[src/rtl/dm_arbiter_pkg.sv]
// Shared types and helpers for the data-memory arbiter.
// Holds the FSM state encoding, the port identifiers and the address range check.
package dm_arbiter_pkg;

    // Arbiter sequencing states
    typedef enum logic [1:0] {
        ARB_IDLE  = 2'd0,
        ARB_ISSUE = 2'd1,
        ARB_WAIT  = 2'd2,
        ARB_DONE  = 2'd3
    } arb_state_t;

    // Port identifiers used for grant bookkeeping
    localparam logic ARB_P0 = 1'b0;
    localparam logic ARB_P1 = 1'b1;

    // The latency counter only needs to hold values up to 7
    localparam int CNT_W = 3;

    // A byte address is in range when every bit above the word index is zero.
    // The whole address is masked so the two byte-offset bits are simply ignored.
    function automatic logic addr_in_range(input logic [31:0] addr, input int addr_w);
        logic [31:0] high_mask;
        high_mask = 32'hFFFF_FFFF << (addr_w + 2);
        return (addr & high_mask) == 32'd0;
    endfunction

endpackage

[src/rtl/dm_arb_pick.sv]
// Combinational round-robin picker for the two data-memory requesters.
// On a tie the port that did not win the previous grant is chosen.
module dm_arb_pick
    import dm_arbiter_pkg::*;
(
    input  logic req0,
    input  logic req1,
    input  logic last_gnt,
    output logic valid,
    output logic gnt_id
);

    // Choose a winner: single requester wins outright, a tie goes to the other port than last time
    always_comb begin
        valid  = req0 | req1;
        gnt_id = ARB_P0;
        if (req0 && req1) begin
            gnt_id = ~last_gnt;
        end else if (req1) begin
            gnt_id = ARB_P1;
        end
    end

endmodule

[src/rtl/dm_arbiter.sv]
// Sequencing arbiter sharing one fixed-latency single-port data memory between
// the CPU memory stage (port 0) and a secondary master (port 1).
// One access at a time: grant, issue, wait MEM_LAT cycles, report done.
module dm_arbiter
    import dm_arbiter_pkg::*;
#(
    parameter int ADDR_W  = 12,
    parameter int MEM_LAT = 1
) (
    input  logic              clk,
    input  logic              reset,

    input  logic              m0_req,
    input  logic              m0_we,
    input  logic [31:0]       m0_addr,
    input  logic [3:0]        m0_byteen,
    input  logic [31:0]       m0_wdata,
    output logic              m0_done,
    output logic              m0_err,
    output logic [31:0]       m0_rdata,

    input  logic              m1_req,
    input  logic              m1_we,
    input  logic [31:0]       m1_addr,
    input  logic [3:0]        m1_byteen,
    input  logic [31:0]       m1_wdata,
    output logic              m1_done,
    output logic              m1_err,
    output logic [31:0]       m1_rdata,

    output logic              mem_en,
    output logic              mem_we,
    output logic [ADDR_W-1:0] mem_addr,
    output logic [3:0]        mem_byteen,
    output logic [31:0]       mem_wdata,
    input  logic [31:0]       mem_rdata,

    output logic              busy
);

    // Latency load value and decrement step sized to the counter
    localparam logic [CNT_W-1:0] CNT_LAT = CNT_W'(MEM_LAT);
    localparam logic [CNT_W-1:0] CNT_ONE = CNT_W'(1);

    arb_state_t        state_q,    state_d;
    logic [CNT_W-1:0]  cnt_q,      cnt_d;
    logic              last_gnt_q, last_gnt_d;
    logic              gnt_id_q,   gnt_id_d;
    logic              err_q,      err_d;
    logic              we_q,       we_d;
    logic [ADDR_W-1:0] addr_q,     addr_d;
    logic [3:0]        byteen_q,   byteen_d;
    logic [31:0]       wdata_q,    wdata_d;
    logic [31:0]       rdata_q,    rdata_d;

    logic              pick_valid;
    logic              pick_id;
    logic              sel_we;
    logic [31:0]       sel_addr;
    logic [3:0]        sel_byteen;
    logic [31:0]       sel_wdata;

    dm_arb_pick u_pick (
        .req0     (m0_req),
        .req1     (m1_req),
        .last_gnt (last_gnt_q),
        .valid    (pick_valid),
        .gnt_id   (pick_id)
    );

    // Route the picked port's access fields toward the grant latch
    always_comb begin
        sel_we     = m0_we;
        sel_addr   = m0_addr;
        sel_byteen = m0_byteen;
        sel_wdata  = m0_wdata;
        if (pick_id == ARB_P1) begin
            sel_we     = m1_we;
            sel_addr   = m1_addr;
            sel_byteen = m1_byteen;
            sel_wdata  = m1_wdata;
        end
    end

    // Next-state logic: grant and range check in IDLE, one issue cycle, latency countdown, done
    always_comb begin
        state_d    = state_q;
        cnt_d      = cnt_q;
        last_gnt_d = last_gnt_q;
        gnt_id_d   = gnt_id_q;
        err_d      = err_q;
        we_d       = we_q;
        addr_d     = addr_q;
        byteen_d   = byteen_q;
        wdata_d    = wdata_q;
        rdata_d    = rdata_q;

        case (state_q)
            ARB_IDLE: begin
                if (pick_valid) begin
                    gnt_id_d   = pick_id;
                    last_gnt_d = pick_id;
                    we_d       = sel_we;
                    addr_d     = sel_addr[ADDR_W+1:2];
                    byteen_d   = sel_byteen;
                    wdata_d    = sel_wdata;
                    rdata_d    = '0;
                    if (addr_in_range(sel_addr, ADDR_W)) begin
                        err_d   = 1'b0;
                        state_d = ARB_ISSUE;
                    end else begin
                        // Out-of-range accesses never touch the memory
                        err_d   = 1'b1;
                        state_d = ARB_DONE;
                    end
                end
            end

            ARB_ISSUE: begin
                cnt_d   = CNT_LAT;
                state_d = ARB_WAIT;
            end

            ARB_WAIT: begin
                cnt_d = cnt_q - CNT_ONE;
                if (cnt_q == CNT_ONE) begin
                    // Captured for writes too; the requester just ignores it
                    rdata_d = mem_rdata;
                    state_d = ARB_DONE;
                end
            end

            ARB_DONE: begin
                state_d = ARB_IDLE;
            end

            default: begin
                state_d = ARB_IDLE;
            end
        endcase
    end

    // State and latch registers; reset abandons any access in flight and favours port 0 next
    always_ff @(posedge clk or posedge reset) begin
        if (reset) begin
            state_q    <= ARB_IDLE;
            cnt_q      <= '0;
            last_gnt_q <= ARB_P1;
            gnt_id_q   <= ARB_P0;
            err_q      <= 1'b0;
            we_q       <= 1'b0;
            addr_q     <= '0;
            byteen_q   <= '0;
            wdata_q    <= '0;
            rdata_q    <= '0;
        end else begin
            state_q    <= state_d;
            cnt_q      <= cnt_d;
            last_gnt_q <= last_gnt_d;
            gnt_id_q   <= gnt_id_d;
            err_q      <= err_d;
            we_q       <= we_d;
            addr_q     <= addr_d;
            byteen_q   <= byteen_d;
            wdata_q    <= wdata_d;
            rdata_q    <= rdata_d;
        end
    end

    // Output decode: memory strobes only in ISSUE, completion only to the granted port
    always_comb begin
        mem_en     = (state_q == ARB_ISSUE);
        mem_we     = mem_en & we_q;
        mem_addr   = addr_q;
        mem_byteen = byteen_q;
        mem_wdata  = wdata_q;
        busy       = (state_q != ARB_IDLE);
        m0_done    = (state_q == ARB_DONE) && (gnt_id_q == ARB_P0);
        m1_done    = (state_q == ARB_DONE) && (gnt_id_q == ARB_P1);
        m0_err     = m0_done & err_q;
        m1_err     = m1_done & err_q;
        m0_rdata   = (gnt_id_q == ARB_P0) ? rdata_q : '0;
        m1_rdata   = (gnt_id_q == ARB_P1) ? rdata_q : '0;
    end

endmodule

[config.mk]
export PLATFORM = sky130hd
export DESIGN_NAME = dm_arbiter
export DESIGN_NICKNAME = d
export VERILOG_FILES = /design/src/rtl/dm_arbiter_pkg.sv /design/src/rtl/dm_arb_pick.sv /design/src/rtl/dm_arbiter.sv
export SDC_FILE = /design/constraint.sdc
export NUM_CORES = 1
export LEC_CHECK = 0
export CORE_AREA = 2 2 114 116
export DETAILED_ROUTE_END_ITERATION = 16
export DIE_AREA = 0 0 116 118
export HOLD_SLACK_MARGIN = 0.06
export PLACE_DENSITY = 0.8
export SLEW_MARGIN = 20
export SYNTH_ARGS = -nofsm -noshare
export SYNTH_HDL_FRONTEND = slang
export SYNTH_HIERARCHICAL = 1
export SYNTH_SLANG_ARGS = --single-unit
export TNS_END_PERCENT = 50
[constraint.sdc]
create_clock -name clk -period 4.3 [get_ports clk]
set_clock_uncertainty 0.2 [all_clocks]
set_input_delay 0.86 -clock clk [delete_from_list [all_inputs] [get_ports clk]]
set_output_delay 0.86 -clock clk [all_outputs]
set_load 0.1 [all_outputs]
After elaboration in Yosys (flattened, before gate mapping)
Index checks and enable logic that the tools add are counted.

Logic and storage cells: 51. Register bits after elaboration: 89. Bits of input ports: 174. Output and inout port bits: 119.

Add/sub/neg operators: 1. Equality and inequality tests: 6. Multiplexer cells: 17. Bitwise operators: 6. Reduce and logical (&&, ||, !) cells: 11.

Operator list (number): $mux W32 (6); $pmux W32 S2 (1); $logic_not A32 Y1 (1); $pmux W2 S4 (1); $mux W2 (3); $pmux W3 S2 (1); $reduce_bool A2 Y1 (3); $eq A2 B2 Y1 const B (2); $mux W1 (4); $mux W4 (1); $ne A2 B2 Y1 const B (2); $reduce_and A2 Y1 (2); $and A1 B1 Y1 (3); $eq A3 B1 Y1 const B (1); $logic_and A1 B1 Y1 (3); $reduce_and A3 Y1 (1); $sub A3 B1 Y3 const B (1); $eq A2 B1 Y1 const B (1); $logic_not A2 Y1 (1); $not A1 Y1 (2); $or A1 B1 Y1 (1).

Depth between registers and ports, before layout
Depth in word-level cells: 7. Depth in mapped cells: 8. Depth with buffers taken out: 6.

By module
Netlist, hierarchy kept.

By module, submodules not included: dm_arbiter (area each 4374.2 um^2, seq. area each 2228.4 um^2, times used 1, cells an instance 424); dm_arb_pick (area each 13.8 um^2, seq. area each 0.0 um^2, times used 1, cells an instance 2).

Worst setup path after synthesis
No wires, ideal clock.

Path type: flip-flop to output port. From: reg state_q[1]. To: out mem_we. Arrival time: 2149 ps. Path buffers: 0. Required time: 3240 ps. Path slack: 1091 ps. Stages on the path, launching flop included: 4. Path through: dfrtp_1 inv_1 ha_1 and2_1.

Cells in the longest elaborated chain, start to end: 2.

Ends and longest elaborated chain: start, declared (RTL line dm_arbiter.sv:45) `arb_state_t state_q, state_d;`; start signal, assigned (RTL line dm_arbiter.sv:157) `state_q <= state_d;`; $eq A2 B1 Y1 (RTL line dm_arbiter.sv:172) `mem_en = (state_q == ARB_ISSUE);`; net mem_en (RTL line dm_arbiter.sv:31) `output logic mem_en,`; $and A1 B1 Y1 (RTL line dm_arbiter.sv:173) `mem_we = mem_en & we_q;`; end, declared (RTL line dm_arbiter.sv:32) `output logic mem_we,`.

The timed path passes the listed nets, and every way through them passes these cells.

Worst setup path after layout
From: reg state_q[0]. To: out busy.

Cells in the longest elaborated chain, start to end: 1.

Ends and longest elaborated chain: $reduce_bool A2 Y1 (RTL line dm_arbiter.sv:177) `busy = (state_q != ARB_IDLE);`; end, declared (RTL line dm_arbiter.sv:38) `output logic busy`.

Every way passes these cells.

==> results_dict.tcl <==
set metrics [dict create \
    ant_nets 0 \
    arrival_ns 2.36 \
    slew_headroom_pct 31.3 \
    drt_pass1_iterations 4 \
    tritoncts "yes" \
    holdPathStages 2 \
    synth_cells 426 \
    synth_area_um2 4390 \
    overflow 0 \
    grt_setup_unrepaired "no" \
    r2r-end "rdata_q[14]" \
    die_y_um 118 \
    remaining_drc_errors 0 \
    cts_setup_buffers 0 \
    synth-seq-cells 89 \
    ctsLongestPathBuffers 2 \
    crit_type "reg -> out" \
    post_synth_num_cell_types 34 \
    numCtsBuffers 9 \
    antenna_found_initial 0 \
    dp_hpwl_um 11100 \
    grt_pass1_wl_um 20700 \
    core-area_um2 12400 \
    r2r_cells 6 \
    hold_class "reg -> reg" \
    n_antenna_cell 0 \
    cts.repair.resized 0 \
    cp_max_fo 5 \
    finalCritPeriodShare_pct 79.6 \
    fillerInstances 1057 \
    cts_root_buf "clkbuf_16" \
    place_congestion 0.790 \
    synth_area_leader_cell "dfrtp_1" \
    dieArea_um2 13700 \
    htree_levels 3 \
    ys_warn_count 6 \
    cts_hold_buf 0 \
    nets 883 \
    critPathCaptureType "output port" \
    rows 41 \
    grt_max_degree 73 \
    grt_pass1_vias 4041 \
    crit_required_ns 3.24 \
    layout-drive-gt1-share_pct 14.0 \
    avgSynthCellArea_um2 10.3 \
    fin_crit_ns 3.42 \
    min_to "mem_wdata[19]" \
    tightestPinTransition_ns 1.03 \
    ys_seq_area_share_pct 50.8 \
    routed_wl_um 13600 \
    insertion_delay_ns 0.33 \
    die_w_um 116 \
    hold_path_startpoint "mem_wdata[19]" \
    synth-edff-count 0 \
    yosys-top-cells-area "dfrtp_1 50%, mux2i_1 11%, a22o_1 6.4%" \
    num_vias 4146 \
    setup.worst_path.start_class "flop" \
    boundaryPins 293 \
    routedWlPerCell_um 15.4 \
    async_reset_ff_share_pct 100 \
    clk_pin_slew_ns 0.06 \
    synth_top_area_share_pct 50.2 \
    run_status "completed" \
    setup_viol 0 \
    syn-num-nets 607 \
    synthFlopType "dfrtp_1" \
    max_freq_ghz 0.292 \
    hold_violations 0 \
    io_buffers 288 \
    grt.total_usage_pct 19.8 \
    fin_setup_tns_ns 0 \
    r2r_start "state_q[0]" \
    vias_per_cell 4.72 \
    synthToLayoutAreaGrowth_pct 72.3 \
    slew_violations 0 \
    max_cap_violations 0 \
    cts_sinks 89 \
    fin_util_pct 60.9 \
    whs_ns 0.276 \
    reg2reg_slack_ns 2.01 \
    drt_iter0_markers 154 \
    initial_core_util_pct 35.3 \
]
## registers in the layout (all words and copies together), names as in the netlist
| register | cells |
|---|---|
| err_q | 1 |
| gnt_id_q | 1 |
| we_q | 1 |
| last_gnt_q | 1 |
| mem_addr | 12 |
| mem_wdata | 32 |
| mem_byteen | 4 |
| state_q | 2 |
| cnt_q | 3 |
| rdata_q | 32 |
## critical path, cell delays in order, from the launching register on
cell,delay (ns)
dfrtp_1,0.42
inv_1,0.11
ha_1,0.29
inv_1,0.08
clkdlybuf4s50_1,1.12
## per-layer routing
| layer | track usage [%] | vias to the layer above | routed length (µm) | part of all wire (%) |
|---|---|---|---|---|
| met5 | 0 | - | 0 | 0 |
| met4 | 6.47 | 0 | 231 | 1.7 |
| met3 | 5.66 | 16 | 1100 | 8.1 |
| met2 | 36.1 | 182 | 7190 | 53 |
| met1 | 21.6 | 1930 | 5050 | 37 |
| li1 | - | 2018 | - | - |
## layout make-up
cell class	instances	area [µm²]	share of cell area, %
multi-input combinational	300	2020	26.7
inverter	7	27.5	0.364
clock buffer	14	284	3.76
clock inverter	2	10.0	0.132
timing repair buffer	295	2780	36.7
sequential	89	2230	29.5
tap	172	215	2.85
## metrics by stage
stage / cell area (µm²) / setup WS (ns) / cells
global placement: 7260 / 0.955 / 863
finish: 7560 / 0.879 / 879
floorplan: 4390 / 0.935 / 426
detailed placement: 7260 / 0.876 / 863
CTS: 7560 / 0.866 / 879
global route: 7560 / 0.798 / 879
## how the worst max path moves through the flow
stage / to / depth (start not counted) / start / slack (ns)
3_3_place_gp: rdata_q[19] / 6 / m0_req / 0.96
2_1_floorplan: cnt_q[0] / 1 / reset / 0.93
6_report: busy / 4 / state_q[0] / 0.88
4_1_cts: busy / 4 / state_q[0] / 0.87
5_1_grt: busy / 4 / state_q[0] / 0.80
3_5_place_dp: rdata_q[19] / 6 / m0_req / 0.88
## layout by cell type, fill, tap and decap left out, types with 2 or more instances in the layout
master,instances
dfrtp_1,88
mux2i_1,49
clkbuf_16,9
o21ai_0,52
buf_4,74
nand4_1,2
inv_1,6
nand2_1,57
a22o_1,32
clkbuf_8,4
nor2_1,6
nor4_1,4
nor3_1,2
nor2b_1,33
clkinv_2,3
and2_1,35
clkdlybuf4s50_1,220
nand3b_1,2
nand3_1,2
ha_1,7
## cell families (layout without fill, tap and decap cells)
logic type	count (synthesis)	in the layout	share of synthesized area [%]
mux	50	50	11.4
compound gates	92	92	14.1
fa+ha+maj	7	7	2.00
flops	89	89	50.8
buf+inv	37	318	3.71
simple gates	151	151	18.0
## cells in the mapped netlist (all sizes together) (2+ instances only)
| library cell | instances |
|---|---|
| nand3b | 2 |
| nand2 | 58 |
| a22o | 32 |
| and2 | 36 |
| nor3 | 2 |
| buf | 13 |
| ha | 7 |
| nor2b | 33 |
| nor4 | 4 |
| o21ai | 53 |
| nand3 | 2 |
| nand4 | 2 |
| nor2 | 6 |
| clkbuf | 17 |
| inv | 7 |
| mux2i | 49 |
| dfrtp | 88 |
Power is left out: the tool's default activity adds up to more than one toggle a clock period on the data nets, which glitch-free logic cannot reach.
